File: config.mk
export PLATFORM = sky130hd
export DESIGN_NAME = dual_buf_ctrl
export DESIGN_NICKNAME = d
export VERILOG_FILES = /design/src/rtl/dual_buf_pkg.sv /design/src/rtl/dual_buf_strobe_gen.sv /design/src/rtl/dual_buf_ctrl.sv
export SDC_FILE = /design/constraint.sdc
export NUM_CORES = 1
export LEC_CHECK = 0
export ABC_CLOCK_PERIOD_IN_PS = 2500
export CAP_MARGIN = 0
export CORE_MARGIN = 1.5
export CORE_UTILIZATION = 36
export DETAILED_ROUTE_END_ITERATION = 12
export PLACE_DENSITY = 0.68
export SYNTH_ARGS = -nofsm -noshare
export SYNTH_HDL_FRONTEND = slang
export SYNTH_SLANG_ARGS = --single-unit
File: constraint.sdc
create_clock -name clk -period 2.5 [get_ports clk]
set_input_delay 0.25 -clock clk [delete_from_list [all_inputs] [get_ports clk]]
set_output_delay 0.25 -clock clk [all_outputs]
set_load 0.1 [all_outputs]
File: src/rtl/dual_buf_pkg.sv
// Shared types and constants for the dual-phase RF shift buffer sequencer.
package dual_buf_pkg;

  localparam int DEF_DATA_W = 64;
  localparam int PKT_CNT_W  = 16;
  localparam int DROP_CNT_W = 8;

  // Which strobe fired most recently: early (sh_en2) or late (sh_en1)
  localparam logic PHASE_EARLY = 1'b0;
  localparam logic PHASE_LATE  = 1'b1;

  typedef enum logic [1:0] {
    IDLE    = 2'd0,
    FLUSH   = 2'd1,
    SCAN    = 2'd2,
    DELIVER = 2'd3
  } state_t;

  // Saturating increment for the drop counter
  function automatic logic [DROP_CNT_W-1:0] sat_inc(input logic [DROP_CNT_W-1:0] v);
    return (&v) ? v : v + 1'b1;
  endfunction

endpackage

File: src/rtl/dual_buf_strobe_gen.sv
// Free-running bit-phase counter producing the two registered shift strobes
// half a bit apart, plus a record of which strobe fired last.
module dual_buf_strobe_gen
  import dual_buf_pkg::*;
#(
  parameter int BIT_PERIOD   = 10000,
  parameter int PHASE_OFFSET = 5000
) (
  input  logic clk,
  input  logic rst,
  input  logic run,
  input  logic restart,
  output logic sh_en1,
  output logic sh_en2,
  output logic last_phase
);

  localparam int              CNT_W    = $clog2(BIT_PERIOD);
  localparam logic [CNT_W-1:0] CNT_MAX = CNT_W'(BIT_PERIOD - 1);
  localparam logic [CNT_W-1:0] CNT_LATE = CNT_W'(PHASE_OFFSET);

  logic [CNT_W-1:0] cnt;
  logic [CNT_W-1:0] cnt_next;

  // Wrapping successor of the phase counter
  always_comb begin
    cnt_next = (cnt == CNT_MAX) ? '0 : cnt + 1'b1;
  end

  // Strobes are decoded from the next count so they line up with the count value
  always_ff @(posedge clk) begin
    if (rst) begin
      cnt        <= '0;
      sh_en1     <= 1'b0;
      sh_en2     <= 1'b0;
      last_phase <= PHASE_EARLY;
    end else if (restart) begin
      cnt        <= '0;
      sh_en2     <= 1'b1;
      sh_en1     <= 1'b0;
      last_phase <= PHASE_EARLY;
    end else if (run) begin
      cnt    <= cnt_next;
      sh_en2 <= (cnt_next == '0);
      sh_en1 <= (cnt_next == CNT_LATE);
      if (cnt_next == '0) begin
        last_phase <= PHASE_EARLY;
      end else if (cnt_next == CNT_LATE) begin
        last_phase <= PHASE_LATE;
      end
    end else begin
      cnt    <= '0;
      sh_en1 <= 1'b0;
      sh_en2 <= 1'b0;
    end
  end

endmodule

File: src/rtl/dual_buf_ctrl.sv
// Sequencer for the dual-phase RF shift buffer: flushes the buffer, runs the
// sampling strobes, captures received packets and hands them downstream.
module dual_buf_ctrl
  import dual_buf_pkg::*;
#(
  parameter int BIT_PERIOD   = 10000,
  parameter int PHASE_OFFSET = 5000,
  parameter int CLR_CYCLES   = 2,
  parameter int DATA_W       = DEF_DATA_W
) (
  input  logic                  clk,
  input  logic                  rst,
  input  logic                  en,
  output logic                  sh_en1,
  output logic                  sh_en2,
  output logic                  buf_clr,
  input  logic [DATA_W-1:0]     buf_dout,
  input  logic                  buf_pkt_rec,
  output logic [DATA_W-1:0]     pkt_data,
  output logic                  pkt_phase,
  output logic                  pkt_valid,
  input  logic                  pkt_ready,
  output logic [PKT_CNT_W-1:0]  pkt_cnt,
  output logic [DROP_CNT_W-1:0] drop_cnt
);

  localparam int               CLR_W    = (CLR_CYCLES > 1) ? $clog2(CLR_CYCLES) : 1;
  localparam logic [CLR_W-1:0] CLR_LAST = CLR_W'(CLR_CYCLES - 1);

  state_t           state;
  state_t           state_next;
  logic [CLR_W-1:0] clr_cnt;
  logic             rec_q;
  logic             rise;
  logic             handshake;
  logic             last_phase;
  logic             run;
  logic             restart;

  assign rise      = buf_pkt_rec & ~rec_q;
  assign handshake = (state == DELIVER) & pkt_ready;
  assign pkt_valid = (state == DELIVER);
  assign buf_clr   = (state == FLUSH);

  dual_buf_strobe_gen #(
    .BIT_PERIOD  (BIT_PERIOD),
    .PHASE_OFFSET(PHASE_OFFSET)
  ) u_strobe (
    .clk       (clk),
    .rst       (rst),
    .run       (run),
    .restart   (restart),
    .sh_en1    (sh_en1),
    .sh_en2    (sh_en2),
    .last_phase(last_phase)
  );

  // Next-state logic; a flush always precedes both scanning and going idle
  always_comb begin
    state_next = state;
    unique case (state)
      IDLE: begin
        if (en) state_next = FLUSH;
      end
      FLUSH: begin
        if (clr_cnt == CLR_LAST) state_next = en ? SCAN : IDLE;
      end
      SCAN: begin
        if (rise) begin
          state_next = DELIVER;
        end else if (!en) begin
          state_next = IDLE;
        end
      end
      DELIVER: begin
        if (pkt_ready) state_next = FLUSH;
      end
      default: state_next = IDLE;
    endcase
    restart = (state == FLUSH) && (state_next == SCAN);
    run     = (state_next == SCAN) || (state_next == DELIVER);
  end

  // State register, flush length counter and packet-flag edge register
  always_ff @(posedge clk) begin
    if (rst) begin
      state   <= IDLE;
      clr_cnt <= '0;
      rec_q   <= 1'b0;
    end else begin
      state   <= state_next;
      rec_q   <= buf_pkt_rec;
      clr_cnt <= ((state == FLUSH) && (state_next == FLUSH)) ? clr_cnt + 1'b1 : '0;
    end
  end

  // Packet capture plus accepted and dropped packet counters
  always_ff @(posedge clk) begin
    if (rst) begin
      pkt_data  <= '0;
      pkt_phase <= PHASE_EARLY;
      pkt_cnt   <= '0;
      drop_cnt  <= '0;
    end else begin
      if ((state == SCAN) && rise) begin
        pkt_data  <= buf_dout;
        pkt_phase <= last_phase;
      end
      if ((state == DELIVER) && rise) begin
        drop_cnt <= sat_inc(drop_cnt);
      end
      if (handshake) begin
        pkt_cnt <= pkt_cnt + 1'b1;
      end
    end
  end

endmodule

==> results.toml <==
[cts]
cts_hold_buf = 0
insertion_delay_ns = 0.34
cts-root-buf = "clkbuf_16"
numCtsBuffers = 9
cts-htree-levels = 3
tritoncts = "yes"
clk_path_buf_depth = 2
cts.sinks = 110
postCtsSetupBuffers = 0
clk_pin_slew_ns = 0.07

[logic_synthesis]
synth_area_mm2 = 0.004242
synth-xor-area-share_pct = 6.814
synth_area_leaders = "dfxtp_1 (52%), nand2_1 (13%), a21oi_1 (8.1%)"
synth_ff_type = "dfxtp_1"
synth_fp_nets = 586
yosysTopAreaCellShare_pct = 51.92
synthMuxAreaShare_pct = 0.7080
synth_adder_area_share_pct = 0.8850
yosysWarnings = 0
syn_area_per_cell_um2 = 8.252
synth_top_family_by_area = "simple AND/OR/NAND/NOR gates"
synth_top_cell_by_area = "dfxtp_1"
synth_cell_types = 36
synth_edf_count = 0
synthArstFlopShare_pct = 0
synth_compound_area_share_pct = 10.15
postSynthCellCount = 514
seq_area_frac_synth_pct = 51.92
ys_seq_elements = 110
synthSimpleGateAreaFrac_pct = 26.58

[routing]
vias_per_cell = 4.777
via_count = 3893
ant_nets = 0
wl_per_cell_um = 13.28
drcViolationCount = 0
drt_iter0_drc = 274
drt-total-wl_mm = 10.82
dr.pass1.iters = 4

[floorplan]
die_width_um = 111.5
num_rows = 39
dieArea_mm2 = 0.01244
boundaryPins = 162
initial_core_util_pct = 36.99
coreArea_mm2 = 0.01147
dieHeight_um = 111.5

[power_and_ir_drop]
p_switching_w = 0.0007459
p_leak_nw = 2.310
p_int_w = 0.002954
vdd.ir_drop.worst_uv = 300.2
pwr_density_cell_mw_per_mm2 = 600.8
pwr-share-comb_pct = 5.8
p_clk_share_pct = 46.6
totalPowerFinal_w = 0.003700
switching_share_pct = 20.16
seqPwrFrac_pct = 47.7

[finish]
num_antenna_cells = 0
area_delta_synth_final_pct = 45.19
finalNonFillerCells = 815
fin_util_pct = 53.70
drive_gt1_share_pct = 19.64
layout.nets = 739
final_cell_mix = "nand2_1 (143), dfxtp_1 (110), buf_4 (100)"
final_common_cell = "nand2_1"

[place]
place_congestion = 0.8487
dp_cells = 799
dp_hpwl_mm = 7.755
port_buffers = 161

[critical_path]
path_buf_inv = 0
slowest_delay_ns = 0.54
cp_slowest_cell = "or4_4"
required_ns = 2.77
cp_top_family = "simple AND/OR/NAND/NOR gates"
cp_common_cell = "or4_4"
cp.arrival_ns = 2.64
worstSetupEndpointType = "register"
path_max_fanout = 4
crit_type = "register to register"
cp-start-kind = "register"
crit_chain = "ha_2 > nand3_1 > nor2_2 > xnor2_1 > or4_4 > or4_4 > a211oi_2"

[sta]
setup_viol = 0
hold_viol = 0
clock_skew_ns = 0.006016
fin_crit_ns = 2.376
holdWs_ns = 0.1451
tightest_slew_ns = 0.5814
drv_slew = 0
max-slew-margin-rel_pct = 61.24
rsz0062_at_grt = "false"
fin_setup_tns_ns = 0
fin_crit_sh_pct = 95.03
max_freq_mhz = 420.9

[status]
status = "completed"

[global_routing]
grt_pass1_vias = 3698
grt_max_degree = 56
overflow = 0
grt_pass1_wl_mm = 17.86
antenna_found_initial = 0
grt_use_total_pct = 17.36

[flow_run]
cap_viol_max_count = 0

[worst_hold_path]
hp-class = "input port to register"
what timing repair did:
item | 4_1_cts | 5_1_grt
resized for setup | 0 | 2
setup endpoints to repair | 0 | 1
endpoints found under the hold margin | 0 | 0
worst register-to-register path, cell delays in order, from the launching register on:
cell,delay (ns)
dfxtp_1,0.38
ha_2,0.23
nand3_1,0.16
nor2_2,0.15
xnor2_1,0.13
or4_4,0.50
or4_4,0.54
a211oi_2,0.21
layer usage:
layer	part of all wire (%)	GRT usage, %	routed length (µm)	vias to the layer above
met3	6.0	4.790	650	11
li1	-	-	-	2006
met2	47	28.55	5096	106
met1	46	22.15	4928	1770
met4	1.4	5.570	147	0
met5	0	0	0	-
state kept, by name, indices dropped and copies added, names as in the netlist:
signal,count
clr_cnt,1
drop_cnt,8
pkt_cnt,16
pkt_data,64
pkt_phase,1
rec_q,1
state,2
u_strobe.cnt,14
u_strobe.last_phase,1
u_strobe.sh_en1,1
u_strobe.sh_en2,1
final timing paths:
check	start	end	slack [ns]	depth (start not counted)
max reg2reg	u_strobe.cnt[1]	u_strobe.last_phase	0.12	7
min	rst	state[1]	0.15	2
max	u_strobe.cnt[1]	u_strobe.last_phase	0.12	7
min reg2reg	clr_cnt	clr_cnt	0.45	1
power by group through the flow:
| stage | registers, W | logic [W] | clock network [W] |
|---|---|---|---|
| 2_1_floorplan | 0.00183 | 0.0000523 | 0 |
| 3_3_place_gp | 0.00181 | 0.000213 | 0 |
| 3_5_place_dp | 0.00181 | 0.000213 | 0 |
| 4_1_cts | 0.00176 | 0.000214 | 0.00177 |
| 5_1_grt | 0.00177 | 0.000225 | 0.00185 |
| 6_report | 0.00176 | 0.000213 | 0.00172 |
synth_stat cells, types with 2 or more instances:
master / instances
nand3_1: 13
xnor2_1: 18
nand2_1: 144
nand2b_1: 3
nand3b_1: 2
o21ai_0: 9
mux2i_1: 3
and3_1: 2
and4_1: 2
clkbuf_1: 26
or4_4: 2
nor2_1: 42
and2_1: 2
a21oi_1: 69
nand4_1: 10
nor2b_1: 4
nor4_1: 3
nor3_1: 7
dfxtp_1: 110
or3_1: 6
ha_1: 3
inv_1: 5
xor2_1: 15
nand3_4: 2
area by class of cell:
| class | count | area [µm²] |
|---|---|---|
| clock buffer | 9 | 225.2 |
| clock inverter | 7 | 143.9 |
| fill | 1081 | 5309 |
| inverter | 5 | 18.77 |
| multi-input combinational | 371 | 1923 |
| sequential | 110 | 2202 |
| tap | 143 | 178.9 |
| timing repair buffer | 170 | 1466 |
cell families (layout without fill, tap and decap cells):
logic type,after synthesis,count (layout)
AOI/OAI and AO/OA,82,82
xor gates and xnor gates,33,33
adders and majority gates,3,3
buffers and inverters,33,191
DFF,110,110
muxes,3,3
and+or+nand+nor,250,250
stage by stage:
| step | cell area [µm²] | setup slack [ns] |
|---|---|---|
| after global routing | 6158 | 0.003373 |
| after CTS | 6153 | 0.06687 |
| after global placement | 5784 | 0.1712 |
| after floorplan | 4242 | 0.05540 |
| final | 6158 | 0.1242 |
| after detailed placement | 5784 | 0.08458 |
Note: power is estimated with default switching activity, not from simulation.
